File: config.mk
export PLATFORM = sky130hd
export DESIGN_NAME = multdiv
export DESIGN_NICKNAME = d
export VERILOG_FILES = /design/src/rtl/multdiv_pkg.sv /design/src/rtl/multdiv_addsub.sv /design/src/rtl/multdiv.sv
export SDC_FILE = /design/constraint.sdc
export NUM_CORES = 1
export LEC_CHECK = 0
export BUFFER_PORTS_ARGS = -buffer_cell sky130_fd_sc_hd__buf_2
export CAP_MARGIN = 20
export CORE_MARGIN = 2
export CORE_UTILIZATION = 55
export DETAILED_ROUTE_END_ITERATION = 6
export PLACE_DENSITY = 0.84
export SETUP_SLACK_MARGIN = 0.1
export SYNTH_ARGS = -nofsm -noshare
export SYNTH_HDL_FRONTEND = slang
export SYNTH_SLANG_ARGS = --single-unit
File: constraint.sdc
create_clock -name clock -period 9.98 [get_ports clock]
set_input_delay 0.499 -clock clock [delete_from_list [all_inputs] [get_ports clock]]
set_output_delay 0.499 -clock clock [all_outputs]
set_load 0.01 [all_outputs]
File: src/rtl/multdiv_pkg.sv
// Shared definitions for the iterative multiply/divide unit.
package multdiv_pkg;

    localparam int unsigned MD_WIDTH = 32;
    localparam int unsigned MD_CNT_W = 6;
    localparam int unsigned MD_ITERS = 32;
    localparam logic [31:0] INT_MIN  = 32'h8000_0000;

    typedef enum logic [1:0] {
        IDLE    = 2'd0,
        MUL_RUN = 2'd1,
        DIV_RUN = 2'd2,
        DONE    = 2'd3
    } state_t;

endpackage

File: src/rtl/multdiv_addsub.sv
// Add/subtract shared by the Booth step, the divide trial subtract and sign negation.
module multdiv_addsub #(
    parameter int unsigned W = 33
) (
    input  logic [W-1:0] a,
    input  logic [W-1:0] b,
    input  logic         sub,
    output logic [W-1:0] sum_c
);

    assign sum_c = a + (b ^ {W{sub}}) + W'(sub);

endmodule

File: src/rtl/multdiv.sv
// Iterative signed multiply (radix-2 Booth) / divide (restoring) unit, 33 edges from start to result.
module multdiv
    import multdiv_pkg::*;
#(
    parameter int unsigned WIDTH = MD_WIDTH,
    parameter int unsigned CNT_W = MD_CNT_W
) (
    input  logic             clock,
    input  logic             reset,
    input  logic [WIDTH-1:0] data_operandA,
    input  logic [WIDTH-1:0] data_operandB,
    input  logic             ctrl_MULT,
    input  logic             ctrl_DIV,
    output logic [WIDTH-1:0] data_result,
    output logic             data_exception,
    output logic             data_resultRDY,
    output logic             busy
);

    localparam int unsigned SW = WIDTH + 1;
    localparam logic [CNT_W-1:0] LAST = CNT_W'(MD_ITERS);

    state_t           state, state_next;
    logic [CNT_W-1:0] cnt, cnt_next;
    logic [WIDTH-1:0] acc, acc_next;
    logic [WIDTH-1:0] q, q_next;
    logic [WIDTH-1:0] m, m_next;
    logic             qm1, qm1_next;
    logic             neg, neg_next;
    logic             dz, dz_next;
    logic [WIDTH-1:0] result_next;
    logic             exc_next, rdy_next, busy_next;

    logic [SW-1:0]    as_a, as_b, as_sum, booth;
    logic             as_sub;
    logic [WIDTH-1:0] mag_a, mag_b;

    assign mag_a = data_operandA[WIDTH-1] ? (~data_operandA + WIDTH'(1)) : data_operandA;
    assign mag_b = data_operandB[WIDTH-1] ? (~data_operandB + WIDTH'(1)) : data_operandB;

    multdiv_addsub #(.W(SW)) u_addsub (
        .a     (as_a),
        .b     (as_b),
        .sub   (as_sub),
        .sum_c (as_sum)
    );

    // State and datapath registers
    always_ff @(posedge clock) begin
        if (reset) begin
            state          <= IDLE;
            cnt            <= '0;
            acc            <= '0;
            q              <= '0;
            m              <= '0;
            qm1            <= 1'b0;
            neg            <= 1'b0;
            dz             <= 1'b0;
            data_result    <= '0;
            data_exception <= 1'b0;
            data_resultRDY <= 1'b0;
            busy           <= 1'b0;
        end else begin
            state          <= state_next;
            cnt            <= cnt_next;
            acc            <= acc_next;
            q              <= q_next;
            m              <= m_next;
            qm1            <= qm1_next;
            neg            <= neg_next;
            dz             <= dz_next;
            data_result    <= result_next;
            data_exception <= exc_next;
            data_resultRDY <= rdy_next;
            busy           <= busy_next;
        end
    end

    // Next-state, iteration step and finalisation
    always_comb begin
        state_next  = state;
        cnt_next    = cnt;
        acc_next    = acc;
        q_next      = q;
        m_next      = m;
        qm1_next    = qm1;
        neg_next    = neg;
        dz_next     = dz;
        result_next = data_result;
        exc_next    = data_exception;
        rdy_next    = 1'b0;
        busy_next   = busy;
        as_a        = '0;
        as_b        = '0;
        as_sub      = 1'b0;
        booth       = '0;

        case (state)
            MUL_RUN: begin
                // q[0]=1,q-1=0 subtracts; q[0]=0,q-1=1 adds; equal bits keep acc
                as_a   = {acc[WIDTH-1], acc};
                as_b   = {m[WIDTH-1], m};
                as_sub = q[0];
                if (cnt == LAST) begin
                    result_next = q;
                    exc_next    = (acc != {WIDTH{q[WIDTH-1]}});
                    rdy_next    = 1'b1;
                    busy_next   = 1'b0;
                    state_next  = DONE;
                end else begin
                    booth    = (q[0] ^ qm1) ? as_sum : {acc[WIDTH-1], acc};
                    acc_next = booth[SW-1:1];
                    q_next   = {booth[0], q[WIDTH-1:1]};
                    qm1_next = q[0];
                    cnt_next = cnt + CNT_W'(1);
                end
            end
            DIV_RUN: begin
                as_sub = 1'b1;
                if (cnt == LAST) begin
                    as_b = {1'b0, q};
                    if (dz) begin
                        result_next = '0;
                        exc_next    = 1'b1;
                    end else begin
                        result_next = neg ? as_sum[WIDTH-1:0] : q;
                        exc_next    = ~neg & q[WIDTH-1];
                    end
                    rdy_next   = 1'b1;
                    busy_next  = 1'b0;
                    state_next = DONE;
                end else begin
                    as_a = {acc, q[WIDTH-1]};
                    as_b = {1'b0, m};
                    if (!as_sum[SW-1]) begin
                        acc_next = as_sum[WIDTH-1:0];
                        q_next   = {q[WIDTH-2:0], 1'b1};
                    end else begin
                        acc_next = as_a[WIDTH-1:0];
                        q_next   = {q[WIDTH-2:0], 1'b0};
                    end
                    cnt_next = cnt + CNT_W'(1);
                end
            end
            default: ;
        endcase

        // A lone start pulse aborts anything in flight; both pulses together are ignored
        if (ctrl_MULT ^ ctrl_DIV) begin
            state_next = ctrl_MULT ? MUL_RUN : DIV_RUN;
            cnt_next   = '0;
            acc_next   = '0;
            qm1_next   = 1'b0;
            busy_next  = 1'b1;
            rdy_next   = 1'b0;
            neg_next   = data_operandA[WIDTH-1] ^ data_operandB[WIDTH-1];
            dz_next    = (data_operandB == '0);
            if (ctrl_MULT) begin
                m_next = data_operandA;
                q_next = data_operandB;
            end else begin
                m_next = mag_b;
                q_next = mag_a;
            end
        end
    end

endmodule

==> results.toml <==
[power_and_ir_drop]
p_seq_frac = 0.357
finalPower_mw = 1.82
p_per_area_nw_per_um2 = 137
switching_share = 0.382
p_sw_uw = 695
pwr-share-clk = 0.355
p_int_mw = 1.13
p_leak_nw = 5.33
ir_drop_uv = 89.9
combPwrFrac = 0.288

[clock_network]
holdBufCountCts = 0
cts_tree = "done"
root_buffer = "clkbuf_16"
cts_buffer_depth = 2
numCtsBuffers = 17
post_cts_resized = 0
clk_latency_ps = 440
cts.sinks = 142
clk_pin_slew_ps = 70
cts_setup_buffers = 0
htreeDepth = 4

[critical_path]
crit_top_cell = "ha_1"
worstPathCellList = "inv_1, ha_1, nor4b_2, nand2_1, a21o_1, buf_4, a22oi_1, xnor2_1, nor2_1, ha_1, nor2b_1, o2111a_1, or4_4, a31oi_4, a211oi_2, a221oi_4, nand2_2, mux2_1, a221o_1"
arrival_ps = 6280
slowest_stage = "a221oi_4"
start_kind = "flip-flop"
crit_path_end_kind = "flip-flop"
slowest_delay_ps = 510
path_max_fanout = 31
cp.required_ps = 10300
critPathKind = "flip-flop to flip-flop"

[placement]
numPlacedInstances = 1940
place_ws_ps = 4110
dp_hpwl_um = 28500
post_dp_cell_area_um2 = 12700
gp_congestion = 1.04
port_buffers = 102

[die]
rows = 54
dieArea_um2 = 23300
core_um2 = 21800
start_util = 0.558
die_x_um = 153
io_pins = 103
die_height_um = 153

[logic_synthesis]
synth_fp_nets = 1779
yosysWarnings = 0
yosysTopAreaCell = "dfxtp_1"
ys_dominant_reg_cell = "dfxtp_1"
syn_avg_cell_area_um2 = 7.27
synth-seq-cells = 142
synth-edff-count = 0
synth_area_leaders = "dfxtp_1 (23%), nor2_1 (7.1%), mux2i_1 (6.8%), o21ai_0 (5.4%), nand2_1 (4.9%)"
yosysSeqAreaShare = 0.234
async_reset_ff_frac = 0
netlist_area_um2 = 12100
synth_top_area_share = 0.234
ys_types = 76
synthCells = 1671

[status]
status = "finished clean"

[run]
cap_violations = 0

[layout]
antenna_cells = 0
multiInputGateArea_um2 = 8740
fillCellCount = 2006
layout.cells.non_filler = 1973
regArea_um2 = 2840
drive_gt1_frac = 0.118
layout_commonest_cell = "nor2_1"
post-route-util = 0.612
most-common-layout-cells = "nor2_1 (228), nand2_1 (159), dfxtp_1 (142)"
syn_to_final_growth_pct = 9.68
final_area_um2 = 13300
nNetsFinal = 1788

[timing]
rsz0062_at_grt = "no"
period_needed_ps = 5960
worst_pin_slew_ps = 1070
hold_violations = 0
whs_ps = 400
fmaxAchievable_mhz = 168
finalClockSkew_ps = 14.9
period_share = 0.597
setup_viol = 0
slew_viol_final = 0
relSlewSlack = 0.281
timing.final.ws_setup_ps = 4020
setup_tns_ps = 0

[detailed_routing]
wl_um = 38700
drt-pass1-iter-count = 6
wl_per_cell_um = 19.6
drcViolationCount = 0
drtAntennaViolNets = 0
vias = 12800
vias_per_cell = 6.49
drt-initial-drc-count = 1530

[global_route]
grt_max_degree = 127
grt_usage = 0.325
grt_pass1_vias = 11300
grt_pass1_wl_um = 62300
antenna_found_initial = 0
overflow = 0

[hold_path]
hold_class = "input pin to flip-flop"
-- cell usage after synthesis, types with 4 or more instances --
cell	n
nand2_1	159
or4_1	11
inv_1	30
buf_1	9
o21ai_1	4
and2_1	10
nor3_1	56
or3_1	17
or2_2	7
nand4_1	14
nor2b_1	7
a211oi_1	23
a221oi_1	29
o22ai_1	4
xnor2_1	58
a32o_1	6
mux2_2	5
a21o_1	21
o21a_1	7
o211ai_1	20
o31ai_1	24
o41ai_1	9
nor2_1	231
o21ai_0	132
nand3_1	28
dfxtp_1	142
a221o_1	5
ha_1	39
a22o_1	29
nor4_1	14
a22oi_1	35
xor2_1	64
a21oi_1	119
a31oi_1	18
nand2b_1	13
o221ai_1	6
mux2i_1	83
clkbuf_1	119
-- power groups by stage --
| stage | registers, mW | logic [mW] | clock network, mW |
|---|---|---|---|
| after global routing | 0.653 | 0.572 | 0.672 |
| after floorplan | 0.638 | 0.376 | 0 |
| final | 0.650 | 0.524 | 0.647 |
| after global placement | 0.658 | 0.497 | 0 |
| after detailed placement | 0.659 | 0.507 | 0 |
| after CTS | 0.647 | 0.509 | 0.644 |
-- cell families (layout without fill, tap and decap cells) --
family	after synthesis	in the layout	synth area share
adder cells (fa/ha/maj)	40	40	0.0418
buffers and inverters	163	185	0.0519
AND/OR/NAND/NOR	587	587	0.219
AO/OA/AOI/OAI	527	527	0.290
multiplexers	90	90	0.0749
flip-flops	142	142	0.234
XOR/XNOR	122	122	0.0880
-- layout make-up --
| type | instances | area share |
|---|---|---|
| tap | 280 | 0.0263 |
| inverter | 30 | 0.00846 |
| multi-input combinational | 1366 | 0.657 |
| timing repair buffer | 123 | 0.0518 |
| clock buffer | 18 | 0.0330 |
| sequential | 142 | 0.213 |
| clock inverter | 14 | 0.0104 |
-- critical path: cells and delay by family (launching register included) --
kind                       cells  cell delay, ps
DFF                            1             350
AOI/OAI and AO/OA              7            2000
buffers and inverters          2             300
and+or+nand+nor                6            2040
adders and majority gates      2             500
xor gates and xnor gates       1             160
muxes                          1             480
-- sequential cells by signal (all words and copies together) (netlist names) --
signal          count
data_result        32
q                  32
busy                1
data_resultRDY      1
neg                 1
dz                  1
data_exception      1
state               2
m                  32
cnt                 6
acc                32
qm1                 1
-- worst paths after layout --
kind | startpoint | endpoint | slack (ps) | depth (start not counted)
worst max-delay path | cnt[0] | acc[26] | 4020 | 19
worst min-delay path | data_operandA[30] | m[30] | 400 | 3
worst max register to register | cnt[0] | acc[26] | 4020 | 19
worst min register to register | busy | busy | 480 | 2
-- routing by layer --
metal,vias to the layer above,share of wire,global-route usage,wire [µm]
met5,-,0,0,0
met1,5933,0.44,0.472,17200
met3,86,0.090,0.0481,3470
met4,0,0.028,0.103,1100
li1,6117,-,-,-
met2,675,0.44,0.497,17000
Power figures use the tool's default switching activity.
